`config.mk`:
```
export PLATFORM = sky130hd
export DESIGN_NAME = enable_sequencer
export DESIGN_NICKNAME = d
export VERILOG_FILES = /design/src/rtl/enable_sequencer.sv
export SDC_FILE = /design/constraint.sdc
export NUM_CORES = 1
export LEC_CHECK = 0
export CAP_MARGIN = 20
export CORE_UTILIZATION = 55
export DETAILED_ROUTE_END_ITERATION = 10
export GPL_TIMING_DRIVEN = 0
export PLACE_DENSITY_LB_ADDON = 0.3
export SYNTH_ARGS = -nofsm -noshare
export SYNTH_HDL_FRONTEND = slang
export SYNTH_SLANG_ARGS = --single-unit
```
`constraint.sdc`:
```
create_clock -name clk -period 3.5 [get_ports clk]
set_clock_uncertainty 0.2 [all_clocks]
set_input_delay 0.35 -clock clk [delete_from_list [all_inputs] [get_ports clk]]
set_output_delay 0.35 -clock clk [all_outputs]
set_load 0.1 [all_outputs]
```
`src/rtl/enable_sequencer.sv`:
```
// Break-before-make sequencer for the per-console enable lines: drops all removed
// channels at once, waits a guard interval, then enables new channels one by one.
module enable_sequencer #(
    parameter int WIDTH          = 16,
    parameter int GUARD_CYCLES   = 16,
    parameter int STAGGER_CYCLES = 4
) (
    input  logic             clk,
    input  logic             rst,
    input  logic [WIDTH-1:0] mask_in,
    output logic [WIDTH-1:0] enables_out,
    output logic             busy,
    output logic             done
);

    localparam int MAX_CYCLES = (GUARD_CYCLES > STAGGER_CYCLES) ? GUARD_CYCLES : STAGGER_CYCLES;
    localparam int CNT_W      = (MAX_CYCLES > 1) ? $clog2(MAX_CYCLES) : 1;
    localparam logic [CNT_W-1:0] GUARD_INIT   = CNT_W'(GUARD_CYCLES - 1);
    localparam logic [CNT_W-1:0] STAGGER_INIT = CNT_W'(STAGGER_CYCLES - 1);

    typedef enum logic [1:0] {IDLE, GUARD, MAKE} state_t;

    state_t           state, state_next;
    logic [CNT_W-1:0] cnt, cnt_next;
    logic [WIDTH-1:0] target, target_next;
    logic [WIDTH-1:0] enables_next;
    logic [WIDTH-1:0] pending;
    logic             done_next;

    // Isolates the lowest set bit so only one channel turns on per edge.
    function automatic logic [WIDTH-1:0] lowest_bit(input logic [WIDTH-1:0] v);
        return v & (~v + WIDTH'(1));
    endfunction

    always_comb begin
        state_next   = state;
        cnt_next     = cnt;
        target_next  = target;
        enables_next = enables_out;
        done_next    = 1'b0;
        pending      = target & ~enables_out;
        case (state)
            IDLE: begin
                if (mask_in != enables_out) begin
                    target_next = mask_in;
                    if ((enables_out & ~mask_in) != '0) begin
                        enables_next = enables_out & mask_in;
                        cnt_next     = GUARD_INIT;
                        state_next   = GUARD;
                    end else begin
                        cnt_next   = '0;
                        state_next = MAKE;
                    end
                end
            end
            GUARD: begin
                if (cnt == '0) begin
                    cnt_next   = '0;
                    state_next = MAKE;
                end else begin
                    cnt_next = cnt - CNT_W'(1);
                end
            end
            MAKE: begin
                if (cnt != '0) begin
                    cnt_next = cnt - CNT_W'(1);
                end else if (pending != '0) begin
                    enables_next = enables_out | lowest_bit(pending);
                    cnt_next     = STAGGER_INIT;
                end else begin
                    state_next = IDLE;
                    done_next  = 1'b1;
                end
            end
            default: begin
                state_next = IDLE;
                cnt_next   = '0;
            end
        endcase
    end

    always_ff @(posedge clk or posedge rst) begin
        if (rst) begin
            state       <= IDLE;
            cnt         <= '0;
            enables_out <= '0;
            busy        <= 1'b0;
            done        <= 1'b0;
        end else begin
            state       <= state_next;
            cnt         <= cnt_next;
            enables_out <= enables_next;
            busy        <= (state_next != IDLE);
            done        <= done_next;
        end
    end

    // The latched request only matters after IDLE loads it, so it needs no reset.
    always_ff @(posedge clk) begin
        target <= target_next;
    end

endmodule

```
Word level (Yosys, flattened, before mapping)
Cells that the tools add are included.

operators by class
  add/sub/neg operators = 2
  equal/unequal tests = 8
  muxes and demuxes = 20
  bitwise gates (word level) = 8
  reduce and logical (&&, ||, !) cells = 10

operators by type and width
  operator                 count
  $and A16 B16 Y16         4
  $mux W16                 4
  $not A16 Y16             3
  $pmux W16 S2             1
  $reduce_bool A16 Y1      2
  $mux W4                  5
  $add A16 B1 Y16 const B  1
  $ne A16 B16 Y1           1
  $or A16 B16 Y16          1
  $pmux W4 S3              1
  $mux W2                  5
  $ne A2 B2 Y1 const B     4
  $pmux W2 S3              1
  $reduce_and A5 Y1        1
  $logic_not A4 Y1         1
  $reduce_and A2 Y1        2
  $reduce_bool A2 Y1       2
  $reduce_bool A4 Y1       1
  $sub A4 B1 Y4 const B    1
  $mux W1                  3
  $ne A3 B3 Y1 const B     1
  $eq A2 B1 Y1 const B     1
  $eq A2 B2 Y1 const B     1
  $logic_not A2 Y1         1

word-level totals
  register bits = 40
  input port bits = 18

Depth between registers and ports, before layout
  depth after elaboration = 9
  depth in mapped cells = 9
  depth with buffers taken out = 8

Worst setup path before layout
No wires, ideal clock.

  path kind = register to register
  from = reg enables_out[8]
  to = reg enables_out[8]
  library setup time = 0.126 ns
  arrival = 3.036 ns
  data required time = 3.174 ns
  path slack = 0.139 ns
  stages on the path, launching flop included = 8
  clock period less this slack = 3.361 ns
  cells stage by stage = dfrtp_1 ha_1 nand4_1 nor4_2 nor2_1 nand2_1 buf_2 o22a_1

on the way
  longest elaborated chain between the ends = 9
  elaborated cells between the ends (all ways) = 20

RTL lines
  item                      RTL line  RTL
  start: declaration        11        output logic [WIDTH-1:0] enables_out,
  start signal: assignment  92        enables_out <= enables_next;
  $not A16 Y16              41        pending = target & ~enables_out;
  $and A16 B16 Y16          41
  $not A16 Y16              32        return v & (~v + WIDTH'(1));
  $add A16 B1 Y16           32
  $and A16 B16 Y16          32
  $or A16 B16 Y16           68        enables_next = enables_out | lowest_bit(pending);
  $mux W16                  67        end else if (pending != '0) begin
  $mux W16                  65        if (cnt != '0) begin
  $pmux W16 S2              42        case (state)

Parallel ways exist; a longest one is shown, timed or not. The select of a mux whose other input is x is not followed.
A chain may end at the register's enable or synchronous reset.

Worst setup path after layout
  from = in mask_in[15]
  to = reg enables_out[3]

on the way
  longest elaborated chain between the ends = 5
  elaborated cells between the ends (all ways) = 7

RTL lines
  item                                    RTL line  RTL
  start: declaration                      10        input logic [WIDTH-1:0] mask_in,
  $not A16 Y16                            46        if ((enables_out & ~mask_in) != '0) begin
  $and A16 B16 Y16                        46
  $reduce_bool A16 Y1                     46
  $ne A2 B2 Y1 (no source line)           n/a
  $reduce_and A5 Y1 (no source line) (*)  n/a

Every way passes the cells marked *; elsewhere a longest branch is shown, timed or not.

==> results.yml <==
cts:
  cts-resized-gates: 0
  cts_max_path_buffers: 2
  htree_levels: 2
  cts-root-buf: "clkbuf_8"
  post_cts_buffers: 0
  clkTransAtPathRegs_ns: 0.08
  clk_latency_ns: 0.30
  cts_tree: "done"
  numCtsBuffers: 5
  postCtsHoldBufs: 0
  cts_sinks: 40
logic_synthesis:
  synth_area_leaders: "dfrtp_1 (24%), edfxtp_1 (19%), ha_1 (16%), o22a_1 (4.5%), a21oi_1 (3.8%)"
  netlist_instances: 235
  async_flop_share_pct: 60.0
  synth_edf_count: 16
  post-synth-top-area-fraction_pct: 24.0
  synth.net_count: 285
  synth_common_cells: "ha_1 (32), dfrtp_1 (24), inv_1 (22), nor2_1 (20), a21oi_1 (19)"
  ys_ff_latch: 40
  yosys_warnings: 0
  synth.largest_area_cell: "dfrtp_1"
  yosysMostFrequentCell: "ha_1"
  synth_cell_type_count: 43
  synth.cell_area_um2: 2500
  seq_area_frac_synth_pct: 43.2
  ys_dominant_reg_cell: "dfrtp_1"
  avgSynthCellArea_um2: 10.7
critical_path:
  crit_type: "in -> reg"
  cp_slowest_stage_delay_ns: 0.63
  crit_required_ns: 3.54
  r2r_setup_slack_ns: 0.51
  crit_family: "simple AND/OR/NAND/NOR gates"
  cp-end-kind: "flip-flop"
  arrival_ns: 3.19
  critPathLaunchType: "input pin"
  path_max_fanout: 11
  reg2reg_from: "enables_out[15]"
  crit_chain: "clkdlybuf4s50_1 -> inv_1 -> ha_1 -> nand4_1 -> nor4_2 -> nor2_2 -> nand2_1 -> buf_2 -> o22a_1"
  cp_slowest_cell: "nor4_2"
  reg2reg_to: "enables_out[3]"
  ff2ff_path_depth: 7
  crit_buf_inv: 3
timing:
  post-route-period-util_pct: 90.0
  slew_violations: 0
  rsz0062_at_grt: "false"
  period_minus_slack_ns: 3.15
  max_slew_margin_pct: 34.2
  setup_viol: 0
  finalHoldViolCount: 0
  clock.fmax_mhz: 318
  worst_pin_slew_ns: 0.983
  worst_slack_ns: 0.352
route:
  vias_per_cell: 5.88
  drc: 0
  route.vias.total: 1951
  wl_per_cell_um: 16.7
  dr.pass1.iters: 4
  drt_iter0_drc: 143
  routed_wl_mm: 5.55
  ant_nets: 0
finish:
  diodes: 0
  multi_input_area_um2: 1310
  register_area_um2: 1080
  fill_cells: 329
  layout-drive-gt1-share_pct: 8.93
  nNetsFinal: 329
  areaGrowthSynthToFinish_pct: 21.3
floorplanning:
  core_area_um2: 4350
  initial_core_util_pct: 57.5
  row_count: 24
  die_w_um: 69.5
  ioPinCount: 36
  dieArea_um2: 4830
  die_h_um: 69.5
placed_design:
  dp_hpwl_mm: 4.11
  place_ws_ns: -0.168
  port_buffers: 35
  gp_congestion: 0.833
global_routing:
  grt_pass1_vias: 1896
  grt_max_degree: 25
  grt_antenna_before_repair: 0
  track_usage_pct: 24.7
  grt-ovfl-total: 0
  grt_pass1_wl_mm: 9.21
run:
  maxCapViolations: 0
hold_path:
  hp-class: "in -> async"
status:
  status: "finished, final reports clean"
-- kinds of logic after synthesis --
kind of cell	Yosys count	synth area share [%]
and+or+nand+nor	71	16.3
AOI/OAI and AO/OA	63	19.8
DFF	40	43.2
adders and majority gates	32	16.0
buffers and inverters	29	4.75
-- registers in the layout (all words and copies together) (netlist names) --
name / flops
busy: 1
done: 1
target: 16
state: 2
enables_out: 16
cnt: 4
-- stage by stage --
stage | utilization, % | area, um^2 | TNS, ns | std cells | hold WS, ns
floorplan | - | 2500 | 0 | 235 | 0.165
CTS | 69.1 | 3010 | 0 | 331 | 0.381
detailed placement | 67.2 | 2930 | -1.44 | 323 | 0.364
global placement | 67.1 | 2920 | -7.79 | 322 | 0.345
finish | 69.8 | 3040 | 0 | 332 | 0.139
global route | 69.8 | 3040 | 0 | 332 | 0.197
-- cells in the final DEF (no fill, tap or decap), drive strengths merged, types with 2 or more instances in the layout --
cell           count
a21oi             19
a31oi              3
buf                5
clkbuf             9
clkdlybuf4s50     35
clkinv             2
dfrtp             24
edfxtp            16
ha                32
inv               23
nand2              8
nand2b             6
nand3              5
nand4              7
nor2              21
nor2b              8
nor3               4
nor4               7
o21a               3
o21ai             10
o221a              2
o22a              13
o22ai              3
o31ai              3
-- routing by layer --
metal	routed length (um)	track usage (%)	vias up
li1	-	-	949
met1	2450	33.3	940
met2	2680	40.0	51
met3	335	5.23	11
met4	89	7.48	0
met5	0	0	-
-- area by class of cell --
| cell class | count | share of cell area (%) |
|---|---|---|
| Clock inverter | 1 | 0.124 |
| Timing Repair Buffer | 37 | 12.7 |
| Multi-Input combinational cell | 166 | 43.0 |
| Tap cell | 52 | 2.14 |
| Buffer | 5 | 0.947 |
| Inverter | 24 | 2.97 |
| Sequential cell | 40 | 35.6 |
| Clock buffer | 7 | 2.51 |
-- worst max path at each step --
stage              startpoint               to  depth (start not counted)
4_1_cts           mask_in[12]   enables_out[5]                          9
2_1_floorplan  enables_out[8]   enables_out[8]                          7
3_3_place_gp      mask_in[15]  enables_out[15]                          9
6_report          mask_in[15]   enables_out[3]                          9
3_5_place_dp      mask_in[15]  enables_out[11]                          9
5_1_grt           mask_in[12]   enables_out[3]                          9
Power is left out: the tool's default activity adds up to more than one toggle a clock period on the data nets, which glitch-free logic cannot reach.
